==> src/rtl/bullet_pool_pkg.sv <==
// Shared projectile definitions: direction encoding and screen limits.
package bullet_pool_pkg;

  typedef enum logic [1:0] {
    DIR_UP    = 2'b00,
    DIR_RIGHT = 2'b01,
    DIR_DOWN  = 2'b10,
    DIR_LEFT  = 2'b11
  } dir_e;

  localparam int unsigned SCREEN_W  = 640;
  localparam int unsigned SCREEN_H  = 480;
  localparam int unsigned DEF_X_MAX = SCREEN_W - 1;
  localparam int unsigned DEF_Y_MAX = SCREEN_H - 1;

endpackage

==> src/rtl/bullet_pool_slot.sv <==
// One bullet slot: holds act/x/y/dir, moves on tick, retires at the screen edge or on kill.
module bullet_pool_slot
  import bullet_pool_pkg::*;
#(
  parameter int unsigned X_W   = 10,
  parameter int unsigned Y_W   = 9,
  parameter int unsigned SPEED = 2,
  parameter int unsigned X_MAX = DEF_X_MAX,
  parameter int unsigned Y_MAX = DEF_Y_MAX
) (
  input  logic           clk25,
  input  logic           resetn,
  input  logic           tick,
  input  logic           kill,
  input  logic           load,
  input  logic [X_W-1:0] load_x,
  input  logic [Y_W-1:0] load_y,
  input  logic [1:0]     load_dir,
  output logic           act,
  output logic [X_W-1:0] x,
  output logic [Y_W-1:0] y,
  output logic [1:0]     dir
);

  logic           exit_c;
  logic [X_W-1:0] nx_c;
  logic [Y_W-1:0] ny_c;

  // Bounds are checked before the step so coordinates never wrap.
  always_comb begin
    exit_c = 1'b0;
    nx_c   = x;
    ny_c   = y;
    case (dir_e'(dir))
      DIR_UP: begin
        if (y < Y_W'(SPEED)) exit_c = 1'b1;
        else                 ny_c   = y - Y_W'(SPEED);
      end
      DIR_RIGHT: begin
        if (x > X_W'(X_MAX - SPEED)) exit_c = 1'b1;
        else                         nx_c   = x + X_W'(SPEED);
      end
      DIR_DOWN: begin
        if (y > Y_W'(Y_MAX - SPEED)) exit_c = 1'b1;
        else                         ny_c   = y + Y_W'(SPEED);
      end
      DIR_LEFT: begin
        if (x < X_W'(SPEED)) exit_c = 1'b1;
        else                 nx_c   = x - X_W'(SPEED);
      end
      default: exit_c = 1'b0;
    endcase
  end

  // Load only targets idle slots, so kill still beats movement for live bullets.
  always_ff @(posedge clk25 or negedge resetn) begin
    if (!resetn) begin
      act <= 1'b0;
      x   <= '0;
      y   <= '0;
      dir <= '0;
    end else if (load) begin
      act <= 1'b1;
      x   <= load_x;
      y   <= load_y;
      dir <= load_dir;
    end else if (kill) begin
      act <= 1'b0;
    end else if (tick && act) begin
      if (exit_c) begin
        act <= 1'b0;
      end else begin
        x <= nx_c;
        y <= ny_c;
      end
    end
  end

endmodule

==> src/rtl/bullet_pool.sv <==
// Projectile engine: per-player fire edge detect, pending/cooldown, slot allocation and N_SLOTS bullets per player.
module bullet_pool
  import bullet_pool_pkg::*;
#(
  parameter int unsigned N_PLAYERS = 2,
  parameter int unsigned N_SLOTS   = 4,
  parameter int unsigned X_W       = 10,
  parameter int unsigned Y_W       = 9,
  parameter int unsigned SPEED     = 2,
  parameter int unsigned X_MAX     = DEF_X_MAX,
  parameter int unsigned Y_MAX     = DEF_Y_MAX,
  parameter int unsigned COOLDOWN  = 8
) (
  input  logic                           clk25,
  input  logic                           resetn,
  input  logic                           frame_tick,
  input  logic [N_PLAYERS-1:0]           fire,
  input  logic [N_PLAYERS*X_W-1:0]       tank_x,
  input  logic [N_PLAYERS*Y_W-1:0]       tank_y,
  input  logic [N_PLAYERS*2-1:0]         tank_dir,
  input  logic [N_PLAYERS*N_SLOTS-1:0]   kill,
  output logic [N_PLAYERS*N_SLOTS-1:0]   bullet_act,
  output logic [N_PLAYERS*N_SLOTS*X_W-1:0] bullet_x,
  output logic [N_PLAYERS*N_SLOTS*Y_W-1:0] bullet_y,
  output logic [N_PLAYERS*N_SLOTS*2-1:0] bullet_dir,
  output logic [N_PLAYERS-1:0]           fire_ack,
  output logic [N_PLAYERS-1:0]           fire_drop
);

  localparam int unsigned NB   = N_PLAYERS * N_SLOTS;
  localparam int unsigned CD_W = $clog2(COOLDOWN + 1);

  logic [NB-1:0] load_c;

  for (genvar p = 0; p < N_PLAYERS; p++) begin : g_player
    logic [N_SLOTS-1:0] free_c;
    logic [N_SLOTS-1:0] pick_c;
    logic [CD_W-1:0]    cd_q;
    logic [CD_W-1:0]    cd_next_c;
    logic               pend_q;
    logic               fire_q;
    logic               ack_q;
    logic               drop_q;
    logic               edge_c;
    logic               eval_c;

    // Free means idle at the start of the cycle; slots retired this cycle wait for the next tick.
    assign free_c    = ~bullet_act[p*N_SLOTS +: N_SLOTS];
    assign pick_c    = free_c & (~free_c + N_SLOTS'(1));
    assign edge_c    = fire[p] & ~fire_q;
    assign cd_next_c = (frame_tick && (cd_q != '0)) ? cd_q - CD_W'(1) : cd_q;
    assign eval_c    = frame_tick & pend_q & (cd_next_c == '0);

    assign load_c[p*N_SLOTS +: N_SLOTS] = eval_c ? pick_c : '0;
    assign fire_ack[p]  = ack_q;
    assign fire_drop[p] = drop_q;

    always_ff @(posedge clk25 or negedge resetn) begin
      if (!resetn) begin
        fire_q <= 1'b0;
        pend_q <= 1'b0;
        cd_q   <= '0;
        ack_q  <= 1'b0;
        drop_q <= 1'b0;
      end else begin
        fire_q <= fire[p];
        pend_q <= eval_c ? 1'b0 : (pend_q | edge_c);
        cd_q   <= (eval_c && (|free_c)) ? CD_W'(COOLDOWN) : cd_next_c;
        ack_q  <= eval_c & (|free_c);
        drop_q <= eval_c & ~(|free_c);
      end
    end
  end

  for (genvar s = 0; s < NB; s++) begin : g_slot
    localparam int unsigned P = s / N_SLOTS;

    bullet_pool_slot #(
      .X_W   (X_W),
      .Y_W   (Y_W),
      .SPEED (SPEED),
      .X_MAX (X_MAX),
      .Y_MAX (Y_MAX)
    ) u_slot (
      .clk25    (clk25),
      .resetn   (resetn),
      .tick     (frame_tick),
      .kill     (kill[s]),
      .load     (load_c[s]),
      .load_x   (tank_x[P*X_W +: X_W]),
      .load_y   (tank_y[P*Y_W +: Y_W]),
      .load_dir (tank_dir[P*2 +: 2]),
      .act      (bullet_act[s]),
      .x        (bullet_x[s*X_W +: X_W]),
      .y        (bullet_y[s*Y_W +: Y_W]),
      .dir      (bullet_dir[s*2 +: 2])
    );
  end

endmodule

==> config.mk <==
export PLATFORM = sky130hd
export DESIGN_NAME = bullet_pool
export DESIGN_NICKNAME = d
export VERILOG_FILES = /design/src/rtl/bullet_pool_pkg.sv /design/src/rtl/bullet_pool_slot.sv /design/src/rtl/bullet_pool.sv
export SDC_FILE = /design/constraint.sdc
export NUM_CORES = 1
export LEC_CHECK = 0
export ABC_AREA = 1
export BUFFER_PORTS_ARGS = -buffer_cell sky130_fd_sc_hd__buf_2
export CORE_UTILIZATION = 50
export CTS_BUF_LIST = sky130_fd_sc_hd__clkbuf_16
export DETAILED_ROUTE_END_ITERATION = 8
export GPL_TIMING_DRIVEN = 0
export PLACE_DENSITY = 0.77
export SYNTH_ARGS = -nofsm -noshare
export SYNTH_HDL_FRONTEND = slang
export SYNTH_SLANG_ARGS = --single-unit
==> constraint.sdc <==
create_clock -name clk25 -period 4.9 [get_ports clk25]
set_clock_uncertainty 0.15 [all_clocks]
set_input_delay 0.49 -clock clk25 [delete_from_list [all_inputs] [get_ports clk25]]
set_output_delay 0.49 -clock clk25 [all_outputs]
set_load 0.005 [all_outputs]
==> key figures <==
Final layout
  – Commonest non-fill, non-tap cell in the layout: nand2_1
  – Post-Layout Inst Area: about 17,000 sq um
  – Nets: 2,554
  – P&R area growth vs syn: 15.5%
  – Most frequent cells in the layout: nand2_1 (737), nand3_1 (355), buf_2 (252), inv_1 (216), dfrtp_1 (192)
  – Share of cells above drive strength 1: between 10 and 15%
  – Post-Route Utilization: 58.8%
  – Fill cells: ~2,800

Yosys
  – Synthesis-stage register bit count: around 190
  – Cell taking the most area after synthesis: dfrtp_1
  – Mean Syn Cell Area: 6.65 sq um
  – Syn nets: between 2,000 and 2,500
  – Post-synth EDFFs: 0
  – YS warnings: 0
  – Share of the synthesized area in the top cell type: roughly a third
  – Async SR Flop Fraction: 100%
  – Netlist cell types: 41
  – Synth Instances: 2,201
  – Top cells by area, synth: dfrtp_1 (33%), nand2_1 (19%), nand3_1 (12%)
  – Ys flop type: dfrtp_1
  – Netlist area before placement: between 10,000 and 15,000 sq um
  – Sequential area share after synthesis: 32.8%

Global route
  – Initial antenna violation count: 4
  – First-pass GRT wire length: about 76,000 microns
  – GRT Util Overall: a little under a third
  – Largest net degree at the start of global routing: between 100 and 150
  – Vias in the first global route: 14,500
  – Grt ovf: 0

STA
  – Setup TNS: 0 ns
  – Setup repair after global routing missed its margin: no
  – Worst slew pin tran: 0.735 ns
  – Post-route clock period utilization: a little over half
  – Min Tclk post-route: around 2.6 ns
  – Final setup vio count: 0
  – Max Clk Rate: slightly below 0.4 GHz
  – Hold Vio Cnt, Final: 0
  – Pins over their slew limit: 0
  – Max_slew headroom: between 50% and 60%

Floorplan
  – Initial core utilization: around 51%
  – # IOs: roughly 240
  – Cell Rows: 62
  – Chip height: ~170 microns
  – Die Footprint: around 30,000 sq um
  – Core Region: about 29,000 sq um
  – Die width: 173 microns

Worst setup path
  – Startpoint Class: flop
  – Critical Path AT: about 2.8 ns
  – Critical-path cell list: inv_1 -> ha_1 -> nand2_1 -> nand2_1 -> a21oi_1 -> nor2_1 -> buf_4 -> nand3_2 -> nand2_1 -> nand3_1 -> nand2_1 -> nand2_1
  – R2R setup slack: about 2.3 ns
  – Largest stage delay on the critical path: roughly 0.38 ns
  – Worst Path Required: slightly above 5 ns
  – Most frequent CP cell: nand2_1
  – CP max-delay cell: dfrtp_1
  – CP max FO: 10
  – Critical path type: reg -> reg
  – CP Capture Type: flop

Clocking
  – CTS tree: built
  – Setup bufs post-CTS: 0
  – H-tree Lvls: 4
  – Clock sink count: 192
  – Total CTS buffers: 17
  – Root buffer cell: clkbuf_16
  – Max clock buf depth: 2
  – Worst-Skew Late Latency: ~0.45 ns
  – Clock slew at reported path FFs: ~0.07 ns

Power and ir drop
  – Pleak: between 9 and 10 nW
  – Worst vdd ir: roughly 0.30 mV
  – PwrDens: roughly 420 nW/um^2
  – Total power: 7.05 mW

Placed design
  – Routability cong.: between 0.9 and 1
  – Placed wire-length estimate: roughly 36,000 microns
  – Number of I/O port buffers: between 200 and 250
  – Post-DP Area: 16,300 sq um

Detailed routing
  – DR pass1 iterations: 6
  – Total wire length: roughly 47,000 microns
  – Routed wire length per instance: 16.5 microns
  – Iteration-0 DRC Markers: roughly 1,500
  – Total vias in the final route: between 15,000 and 20,000
  – Remaining routing DRC violations: 0
  – Post-DR vias/cell: between 5 and 6
  – Antenna viol nets, final: 0

Hold path
  – Hold Path Class: in -> reg

Run status
  – Status: finished, final reports clean

Flow run
  – Maxcap violations: 0
through the flow:
| step | hold WS, ns | std cells | setup slack, ns |
|---|---|---|---|
| after floorplan | 0.0444 | 2201 | 2.79 |
| after global placement | 0.314 | 2819 | -0.162 |
| after detailed placement | 0.319 | 2820 | 2.17 |
| after CTS | 0.00232 | 2853 | 2.36 |
| after global routing | 0.0197 | 2858 | 2.11 |
| final | 0.0366 | 2858 | 2.33 |
cells in the mapped netlist, types with 2 or more instances:
cell type	number
nand3b_1	6
inv_1	215
nand2_2	7
buf_4	18
buf_2	19
nand3_1	355
nor3_1	50
dfrtp_1	192
o22ai_1	10
clkbuf_1	23
inv_2	7
nand3_2	9
nand4_1	53
buf_6	10
xnor2_1	16
nor2_2	2
nor2_4	3
xor2_1	102
nor4_1	2
or2_2	10
nand2_4	6
o31ai_1	2
nor2_1	122
o21ai_1	18
o211ai_1	8
clkinv_1	5
o21ai_2	2
nand2_1	737
o21ai_0	113
a21oi_1	27
ha_1	42
sequential cells by signal, summed over array words and instances (netlist names):
register and count:
g_slot.u_slot.dir 16, g_player.pend_q 2, g_player.drop_q 2, g_player.ack_q 2
g_slot.u_slot.x 80, g_player.cd_q 8, g_slot.u_slot.act 8, g_slot.u_slot.y 72
g_player.fire_q 2
per-layer routing:
layer,wire [microns],up-vias,global-route usage (%)
met4,2020,0,15.8
met1,20300,7385,42.8
met3,4290,124,7.65
met5,0,-,0
met2,20500,633,46.4
li1,-,7667,-
repair_timing:
item	in CTS	in global routing
hold buffers	1	1
gates resized for setup	0	0
hold endpoints to repair	86	1
kinds of logic after synthesis:
kind of cell | synth area share, %
adder cells (fa/ha/maj) | 3.59
flip-flops | 32.8
XOR/XNOR | 7.06
multiplexers | 0.0683
AO/OA/AOI/OAI | 6.60
buffers and inverters | 8.79
AND/OR/NAND/NOR | 41.1
final cells by class:
| class | count | area (sq um) | share of cell area [%] |
|---|---|---|---|
| multi-input combinational | 1711 | 8550 | 50.6 |
| tap | 384 | 480 | 2.84 |
| clock inverter | 15 | 120 | 0.710 |
| inverter | 228 | 858 | 5.08 |
| timing repair buffer | 237 | 1230 | 7.27 |
| sequential | 192 | 4800 | 28.4 |
| buffer | 70 | 429 | 2.54 |
| antenna | 4 | 10.0 | 0.0592 |
| clock buffer | 17 | 425 | 2.52 |
power breakdown:
group          internal, mW  leakage (nW)  switching [mW]
combinational          1.23          6.53            2.03
sequential             1.92          2.59           0.505
clock                 0.696         0.261           0.674
total                  3.85          9.38            3.21
worst paths after layout:
path | start | end | cells after the start
worst max-delay path | g_player[1].cd_q[0]$_DFF_PN0_ | g_slot[4].u_slot.x[7]$_DFFE_PN0P_ | 12
worst min-delay path | fire[0] | g_player[0].fire_q$_DFF_PN0_ | 1
worst max register to register | g_player[1].cd_q[0]$_DFF_PN0_ | g_slot[4].u_slot.x[7]$_DFFE_PN0P_ | 12
worst min register to register | g_slot[4].u_slot.x[0]$_DFFE_PN0P_ | g_slot[4].u_slot.x[0]$_DFFE_PN0P_ | 2
max in group asynchronous | resetn | g_slot[4].u_slot.x[4]$_DFFE_PN0P_ | 3
min in group asynchronous | resetn | g_slot[0].u_slot.x[1]$_DFFE_PN0P_ | 2
critical path: cells and delay by family, from the launching register on:
kind                     cells  cell delay (ns)
AO/OA/AOI/OAI                1             0.05
adder cells (fa/ha/maj)      1             0.21
buffers and inverters        2             0.35
flip-flops                   1             0.38
AND/OR/NAND/NOR              8             1.33
No activity file was read; power rests on OpenSTA's default activity.
